[config.mk]
export PLATFORM = sky130hd
export DESIGN_NAME = trng_bit_packer
export DESIGN_NICKNAME = d
export VERILOG_FILES = /design/src/rtl/trng_bit_packer.sv
export SDC_FILE = /design/constraint.sdc
export NUM_CORES = 1
export LEC_CHECK = 0
export ABC_AREA = 1
export BUFFER_PORTS_ARGS = -buffer_cell sky130_fd_sc_hd__buf_2
export CORE_MARGIN = 2
export CORE_UTILIZATION = 49
export CTS_CLUSTER_SIZE = 40
export DETAILED_ROUTE_END_ITERATION = 10
export GPL_TIMING_DRIVEN = 0
export PLACE_DENSITY = 0.69
export SYNTH_ARGS = -nofsm -noshare
export SYNTH_HDL_FRONTEND = slang
export SYNTH_SLANG_ARGS = --single-unit
[constraint.sdc]
create_clock -name clk -period 2.4 [get_ports clk]
set_input_delay 0.24 -clock clk [delete_from_list [all_inputs] [get_ports clk]]
set_output_delay 0.24 -clock clk [all_outputs]
set_load 0.05 [all_outputs]
[src/rtl/trng_bit_packer.sv]
`timescale 1ns/1ps
// Samples the ring-generator bit stream, runs a repetition-count health test and packs
// accepted bits (MSB oldest) into words on a valid/ready port. Define TRNG_VN_DEBIAS_EN for Von Neumann debiasing.
module trng_bit_packer #(
  parameter int unsigned WORD_W     = 32,
  parameter int unsigned SAMPLE_DIV = 4,
  parameter int unsigned REP_LIMIT  = 32
) (
  input  logic              clk,
  input  logic              rst,
  input  logic              en,
  input  logic              bit_in,
  input  logic              clr_fail,
  output logic [WORD_W-1:0] out_data,
  output logic              out_valid,
  input  logic              out_ready,
  output logic              health_fail,
  output logic [15:0]       word_cnt
);

  localparam int unsigned DIV_W = (SAMPLE_DIV > 1) ? $clog2(SAMPLE_DIV) : 1;
  localparam int unsigned CNT_W = $clog2(WORD_W);
  localparam logic [DIV_W-1:0] DIV_LAST  = DIV_W'(SAMPLE_DIV - 1);
  localparam logic [CNT_W-1:0] WORD_LAST = CNT_W'(WORD_W - 1);
  localparam logic [7:0]       REP_LAST  = 8'(REP_LIMIT);

  typedef enum logic [0:0] {
    ST_COLLECT,
    ST_PEND
  } state_e;

  state_e            state_q, state_d;
  logic [DIV_W-1:0]  div_q, div_d;
  logic [WORD_W-1:0] shreg_q, shreg_d;
  logic [CNT_W-1:0]  bcnt_q, bcnt_d;
  logic [7:0]        rep_q, rep_d;
  logic              prev_q, prev_d;
  logic [WORD_W-1:0] data_q, data_d;
  logic              valid_q, valid_d;
  logic              fail_q, fail_d;
  logic [15:0]       wcnt_q, wcnt_d;

  logic              xfer;
  logic              sample_en;
  logic              release_word;
  logic              strobe;
  logic [7:0]        rep_next;
  logic              trip;
  logic              block;
  logic              acc_valid;
  logic              acc_bit;
  logic [WORD_W-1:0] word_full;
  logic              word_done;
  logic              load_new;
  logic              hold_word;

`ifdef TRNG_VN_DEBIAS_EN
  logic vn_have_q, vn_have_d;
  logic vn_first_q, vn_first_d;
`endif

  assign xfer = valid_q & out_ready;

  // State register
  always_ff @(posedge clk) begin
    if (!rst) begin
      state_q <= ST_COLLECT;
    end else begin
      state_q <= state_d;
    end
  end

  // Next state: a completed word that cannot reach the slot parks the collector
  always_comb begin
    state_d = state_q;
    unique case (state_q)
      ST_COLLECT: if (en && hold_word) state_d = ST_PEND;
      ST_PEND:    if (!en || fail_q || xfer) state_d = ST_COLLECT;
      default:    state_d = ST_COLLECT;
    endcase
  end

  // State outputs
  always_comb begin
    sample_en    = 1'b0;
    release_word = 1'b0;
    unique case (state_q)
      ST_COLLECT: sample_en    = en;
      ST_PEND:    release_word = en & xfer;
      default:    ;
    endcase
  end

  assign strobe = sample_en & (div_q == DIV_LAST);

  // Repetition-count health test on raw samples
  always_comb begin
    rep_next = rep_q;
    if (strobe) begin
      if ((rep_q == 8'd0) || (bit_in != prev_q)) begin
        rep_next = 8'd1;
      end else if (rep_q != 8'hFF) begin
        rep_next = rep_q + 8'd1;
      end
    end
  end

  assign trip   = strobe & (rep_next == REP_LAST);
  assign block  = fail_q | trip;
  assign fail_d = trip | (fail_q & ~clr_fail);
  assign prev_d = strobe ? bit_in : prev_q;

  always_comb begin
    rep_d = rep_next;
    if (!en || clr_fail) begin
      rep_d = '0;
    end
  end

`ifdef TRNG_VN_DEBIAS_EN
  // Von Neumann pairing: 10 -> 1, 01 -> 0, equal pairs dropped
  assign acc_valid = strobe & ~block & vn_have_q & (vn_first_q != bit_in);
  assign acc_bit   = vn_first_q;

  always_comb begin
    vn_have_d  = vn_have_q;
    vn_first_d = vn_first_q;
    if (!en || block) begin
      vn_have_d = 1'b0;
    end else if (strobe) begin
      vn_have_d = ~vn_have_q;
      if (!vn_have_q) begin
        vn_first_d = bit_in;
      end
    end
  end
`else
  assign acc_valid = strobe & ~block;
  assign acc_bit   = bit_in;
`endif

  assign word_full = {shreg_q[WORD_W-2:0], acc_bit};
  assign word_done = acc_valid & (bcnt_q == WORD_LAST);
  assign load_new  = word_done & (~valid_q | out_ready);
  assign hold_word = word_done & valid_q & ~out_ready;

  // Divider holds its count while a word is parked
  always_comb begin
    div_d = div_q;
    if (!en) begin
      div_d = '0;
    end else if (sample_en) begin
      div_d = strobe ? '0 : div_q + DIV_W'(1);
    end
  end

  always_comb begin
    shreg_d = shreg_q;
    bcnt_d  = bcnt_q;
    if (!en || block || release_word) begin
      shreg_d = '0;
      bcnt_d  = '0;
    end else if (acc_valid) begin
      if (word_done) begin
        shreg_d = load_new ? '0 : word_full;
        bcnt_d  = '0;
      end else begin
        shreg_d = word_full;
        bcnt_d  = bcnt_q + CNT_W'(1);
      end
    end
  end

  always_comb begin
    data_d  = data_q;
    valid_d = valid_q & ~xfer;
    if (load_new) begin
      data_d  = word_full;
      valid_d = 1'b1;
    end else if (release_word) begin
      data_d  = shreg_q;
      valid_d = 1'b1;
    end
  end

  assign wcnt_d = wcnt_q + 16'(xfer);

  always_ff @(posedge clk) begin
    if (!rst) begin
      div_q   <= '0;
      shreg_q <= '0;
      bcnt_q  <= '0;
      rep_q   <= '0;
      prev_q  <= 1'b0;
      data_q  <= '0;
      valid_q <= 1'b0;
      fail_q  <= 1'b0;
      wcnt_q  <= '0;
    end else begin
      div_q   <= div_d;
      shreg_q <= shreg_d;
      bcnt_q  <= bcnt_d;
      rep_q   <= rep_d;
      prev_q  <= prev_d;
      data_q  <= data_d;
      valid_q <= valid_d;
      fail_q  <= fail_d;
      wcnt_q  <= wcnt_d;
    end
  end

`ifdef TRNG_VN_DEBIAS_EN
  always_ff @(posedge clk) begin
    if (!rst) begin
      vn_have_q  <= 1'b0;
      vn_first_q <= 1'b0;
    end else begin
      vn_have_q  <= vn_have_d;
      vn_first_q <= vn_first_d;
    end
  end
`endif

  assign out_data    = data_q;
  assign out_valid   = valid_q;
  assign health_fail = fail_q;
  assign word_cnt    = wcnt_q;

endmodule

# ---- Word level (Yosys, flattened, before mapping)
# Cells that the tools add are included.
dict set report op_classes {
  n_addsub 4
  bitwise_logic 21
  n_eq_ne 5
  n_lt_le_gt_ge 0
  mul 0
  reduce_logical 13
  n_mux 16
  shifts 0
  div 0
}
# operator count
set ops {}
lappend ops {{32-bit 2-to-1 mux} 4}
lappend ops {{8-bit 2-to-1 mux} 3}
lappend ops {{16-bit by 1-bit adder with 16-bit output} 1}
lappend ops {{1-bit bitwise AND} 11}
lappend ops {{8-bit by 1-bit adder with 8-bit output (second input constant)} 1}
lappend ops {{8-bit by 6-bit equality test with 1-bit output (second input constant)} 1}
lappend ops {{8-bit logical NOT} 1}
lappend ops {{8-bit inequality test (second input constant)} 1}
lappend ops {{1-bit inverter} 7}
lappend ops {{1-bit logical OR} 6}
lappend ops {{1-bit 2-to-1 mux} 6}
lappend ops {{5-bit by 1-bit adder with 5-bit output (second input constant)} 1}
lappend ops {{5-bit equality test (second input constant)} 1}
lappend ops {{5-bit 2-to-1 mux} 1}
lappend ops {{2-bit OR reduction} 2}
lappend ops {{1-bit OR} 3}
lappend ops {{2-bit by 1-bit adder with 2-bit output (second input constant)} 1}
lappend ops {{2-bit equality test (second input constant)} 1}
lappend ops {{2-bit 2-to-1 mux} 1}
lappend ops {{1-bit one-hot mux with 2 select lines} 1}
lappend ops {{2-bit AND reduction} 1}
lappend ops {{2-bit nonzero test} 1}
lappend ops {{1-bit logical AND} 1}
lappend ops {{1-bit logical NOT} 1}
lappend ops {{1-bit inequality test} 1}
dict set report totals {
  regBits 99
  wordCells 69
  output_inout_bits 50
  in_bits 6
  mem_bits_rw 0
  mem_count 0
  latchBits 0
  mem_bits_ro 0
}

# ---- Depth between registers and ports, before layout
dict set report logic_depth {
  word_depth 15
  ltp_mapped 18
  ltp_nobuf 17
}

# ---- Worst setup path before layout
# No wires, ideal clock.
dict set report synth_timing {
  path_type {register -> register}
  from {register valid_q, in the netlist out_valid}
  to {register wcnt_q[14], in the netlist word_cnt[14]}
  t_arrival_ns 2.428
  period_less_slack_ns 2.506
  path_stages_with_launch 17
  path_slack_ns -0.106
  path_buffers 0
  setup_ns 0.078
  required_ns 2.322
  cell_sequence {dfxtp_1 > nand2_1 > inv_1 > ha_1 > ha_1 > nand2_1 > nor2_1 > inv_1 > nor3_1 > inv_1 > nor3_1 > nand2_1 > nor3_1 > nand2_1 > nor2_1 > nor2_1 > nor3_1}
}
dict set report synth_between {
  elab_chain_len 2
}
# item line_no
set synth_lines {}
lappend synth_lines {{start: declaration} 39} ;# logic valid_q, valid_d;
lappend synth_lines {{start signal: assignment} 206} ;# valid_q <= valid_d;
lappend synth_lines {{1-bit bitwise AND} 62} ;# assign xfer = valid_q & out_ready;
lappend synth_lines {{16-bit by 1-bit adder with 16-bit output} 186} ;# assign wcnt_d = wcnt_q + 16'(xfer);
lappend synth_lines {{end signal: assignment} 208} ;# wcnt_q <= wcnt_d;
lappend synth_lines {{end: declaration} 41} ;# logic [15:0] wcnt_q, wcnt_d;
# No other way between the ends.
# A chain may end at the register's enable or synchronous reset.

# ---- Worst setup path after layout
dict set report layout_timing {
  from {register rep_q[0]}
  to {register data_q[4], in the netlist out_data[4]}
}
dict set report layout_between {
  elab_chain_len 12
  word_cells_on_any_way 16
  cone_classes {add/sub (1); eq/ne (2); mux (4); bitwise (6); reduce/logical (3)}
}
# item line_no
set layout_lines {}
lappend layout_lines {{start: declaration} 36} ;# logic [7:0] rep_q, rep_d;
lappend layout_lines {{start signal: assignment} 203} ;# rep_q <= rep_d;
lappend layout_lines {{8-bit by 1-bit adder with 8-bit output, or another cell as far along} 103} ;# rep_next = rep_q + 8'd1;
lappend layout_lines {{8-bit 2-to-1 mux / 1-bit logical OR (equally long branches)} {102, 100}}
lappend layout_lines {{8-bit 2-to-1 mux} 100} ;# if ((rep_q == 8'd0) || (bit_in != prev_q)) begin
lappend layout_lines {{8-bit 2-to-1 mux (*)} 99} ;# if (strobe) begin
lappend layout_lines {{8-bit by 6-bit equality test with 1-bit output (*)} 108} ;# assign trip = strobe & (rep_next == REP_LAST);
lappend layout_lines {{1-bit bitwise AND (*)} 108}
lappend layout_lines {{1-bit OR (*)} 109} ;# assign block = fail_q | trip;
lappend layout_lines {{1-bit inverter (*)} 138} ;# assign acc_valid = strobe & ~block;
lappend layout_lines {{1-bit bitwise AND (*)} 138}
lappend layout_lines {{1-bit bitwise AND (*)} 143} ;# assign word_done = acc_valid & (bcnt_q == WORD_LAST);
lappend layout_lines {{1-bit bitwise AND (*)} 144} ;# assign load_new = word_done & (~valid_q | out_ready);
lappend layout_lines {{32-bit 2-to-1 mux / 2-bit nonzero test (equally long branches)} n/a}
lappend layout_lines {{end signal: assignment} 205} ;# data_q <= data_d;
lappend layout_lines {{end: declaration} 38} ;# logic [WORD_W-1:0] data_q, data_d;
# Every way passes the cells marked *; elsewhere a longest branch is shown, timed or not.

==> key figures <==
Synthesis
  • Syn nets: around 750
  • Cell Area, Synth: about 0.005 sq mm
  • Post-synth EDFFs: 0
  • Area contributors post-synth: dfxtp_1 40%, nand2_1 14%, inv_1 7.7%, nor2_1 5.3%, a21oi_1 4.8%
  • #FFs+latches synth: 99
  • Post-Syn Area per Cell: roughly 7 sq um
  • Top FF cell, synth: dfxtp_1
  • Async SR Flop Fraction: 0%
  • Most common cell in the netlist: nand2_1
  • Seq/Total Area, Yosys: between 30% and 40%
  • Most instantiated cells after synthesis: 187 x nand2_1, 103 x inv_1, 99 x dfxtp_1
  • Synth top area share: 39.51%
  • Mapped Cells: between 700 and 800
  • Area leader, netlist: dfxtp_1
  • Yosys cell types: 40
  • Yosys warns: 0

Floorplanning
  • Die width: approximately 110 um
  • # IOs: 56
  • Core area: around 0.0099 sq mm
  • Starting Density: 50.85%
  • Die ar.: about 0.011 sq mm
  • Die Ht: approximately 110 um
  • FP Rows: 36

Placement
  • GPL Wtd Cong: approximately 0.90
  • I/O Buffers: 55
  • DPL Wire Length: 8157 um
  • Post-DP Area: roughly 0.0055 sq mm
  • Placed insts: approximately 920

Routing
  • Initial drt markers: between 200 and 300
  • DRT Wirelength: between 10000 and 15000 um
  • DR WL/cell: 13.05 um
  • Drt drc: 0
  • Vias/cell: between 5 and 6
  • Routed via count: 4974
  • DRT Pass-1 Iters: 5
  • ANT nets after route: 0

Worst setup path
  • Worst path required time: around 2700 ps
  • Delay-heaviest family, CP: simple AND/OR/NAND/NOR gates
  • Maximum fanout along the worst path: 5
  • Crit end category: flop
  • Count of buffer and inverter cells on the critical path: 4
  • Critical path cell sequence: ha_4, nand2_4, nor2_4, nand2_4, buf_4, nand3_1, nand2_1, nand3_1, nor2_1, nand3_4, nand4_4, nor2_4, buf_4, buf_6, nand2_2, nand2_1, inv_1, nor2_2
  • Crit Path Category: flop to flop
  • Crit path launch type: flop
  • Arrival @ worst endpoint: about 2700 ps
  • Crit path max-delay cell type: dfxtp_4
  • CP max stage delay: about 390 ps

Timing
  • Setup Viol. Count Final: 0
  • Total negative slack: 0 ps
  • Unrepaired setup endpoints after global routing: true
  • Clk_skew: 12.41 ps
  • Peak Freq: about 420 MHz
  • Final Hold Viols: 0
  • Max-slew violations: 0
  • Worst-Margin Slew: about 630 ps
  • Max-slew headroom: approximately 58%
  • Final Cycle Share: between 90% and 100%
  • Fin crit period: ~2400 ps

Pwr
  • PD cells: around 450 mW/mm^2
  • Pwr Total: approximately 2.8 mW
  • Sw Share: 23.43%
  • Sequential power share: between 50% and 60%
  • P_int: 2.150 mW
  • Leak: 2.953 nW
  • Max IR drop VDD: approximately 0.00024 V
  • Clock power share: 39.0%
  • Comb pwr share: under 10%
  • Switch Pwr: between 0.6 and 0.7 mW

CTS
  • Clock Latency Late Sink: approximately 380 ps
  • Root Buffer: clkbuf_8
  • H-tree Lvls: 3
  • Num CTS Buffers: 9
  • Worst-path clk slew: 100 ps
  • CTS tree: built
  • # clock sinks: 99
  • Clock Path Buffers: 2

Run
  • Max Cap Viol: 0

GRT
  • Largest net degree at the start of global routing: 17
  • Initial antenna violation count: 0
  • Grt ovf: 0
  • Vias in the first global route: around 4200
  • Gr usage total: a little over a fifth
  • First-pass GRT wire length: about 19000 um

Cells and area
  • Non-Filler Instances: about 1000
  • Ant. Diodes: 0
  • Area growth syn-to-layout: 24.79%
  • Final net count: between 800 and 900
  • Share of cells above drive strength 1: between 20% and 30%
  • Design area: roughly 0.0063 sq mm

Status
  • Run status: finished, final reports clean

Worst hold path
  • Hold WC Path Type: input pin to flop
[power groups by stage]
stage	clock, mW	combinational [mW]	sequential [mW]
3_5_place_dp	0	0.0598	1.68
2_1_floorplan	0	0.0370	1.68
4_1_cts	1.12	0.0608	1.65
6_report	1.09	0.0693	1.64
3_3_place_gp	0	0.0584	1.68
5_1_grt	1.17	0.0766	1.64
[cells by family (layout without fill, tap and decap cells)]
| logic type | count (synthesis) | after routing | share of synthesized area [%] |
|---|---|---|---|
| muxes | 1 | 1 | 0.1996 |
| xor gates and xnor gates | 3 | 3 | 0.5239 |
| DFF | 99 | 99 | 39.51 |
| adders and majority gates | 7 | 7 | 1.746 |
| AOI/OAI and AO/OA | 134 | 134 | 14.49 |
| buffers and inverters | 146 | 255 | 12.97 |
| and+or+nand+nor | 343 | 345 | 30.56 |
[tightest hold or removal path, stage by stage]
cell and delay, ps:
buf_2 110, nor2_1 50, nor2_1 100, nor2_1 40
[flip-flops by register name, summed over array words and instances (netlist names)]
register     cells
out_data        32
health_fail      1
rep_q            8
bcnt_q           5
state_q          1
out_valid        1
shreg_q         32
word_cnt        16
div_q            2
prev_q           1
[metrics by stage]
| step | hold slack (ps) | utilization (%) | worst slack [ps] |
|---|---|---|---|
| final | 194.3 | 63.46 | 34.00 |
| after global routing | 188.4 | 63.46 | -166.0 |
| after CTS | 172.4 | 57.50 | 0.01821 |
| after detailed placement | 471.6 | 55.34 | -117.8 |
| after global placement | 448.3 | 55.34 | -39.54 |
| after floorplan | 382.9 | - | 43.04 |
[timing repair]
item,in CTS,in global routing
resized for setup,7,115
cloned,0,10
setup buffers,0,31
pin swaps,0,31
hold buffers,0,0
endpoints found under the setup margin,41,74
endpoints found under the hold margin,0,0
[routing by layer]
metal,vias to the layer above,GRT usage (%),part of all wire [%]
met5,-,0,0
met4,0,7.905,1.6
met3,21,3.681,4.5
met2,119,34.83,47
met1,2278,27.75,47
li1,2556,-,-
[placed cells by master, fill, tap and decap left out, drive strengths merged]
master,n
bufinv,1
o31ai,1
o22ai,31
o21ai,48
nand3,51
o211ai,1
nand4,7
dfxtp,99
a31oi,1
nor3b,1
nand2,193
a21oi,49
nor3,12
buf,118
xnor2,2
inv,108
clkinv,6
nand3b,1
o21a,2
ha,7
mux2i,1
xor2,1
clkbuf,22
a211oi,1
nor2,80
[area by class of cell]
| class | count | area [sq um] |
|---|---|---|
| sequential | 99 | 1996 |
| tap | 133 | 166.4 |
| multi-input combinational | 490 | 2628 |
| timing repair buffer | 94 | 576.8 |
| clock buffer | 10 | 127.6 |
| buffer | 36 | 281.5 |
| inverter | 109 | 419.2 |
| clock inverter | 6 | 65.06 |
| fill | 896 | 3605 |
[worst paths after layout]
| path | start | to | slack [ps] | cells after the start |
|---|---|---|---|---|
| hold reg to reg | out_data[31] | out_data[31] | 490 | 2 |
| setup reg to reg | rep_q[0] | out_data[4] | 30 | 18 |
| setup / recovery | rep_q[0] | out_data[4] | 30 | 18 |
| hold / removal | clr_fail | health_fail | 190 | 4 |
Note: power is estimated with default switching activity, not from simulation.
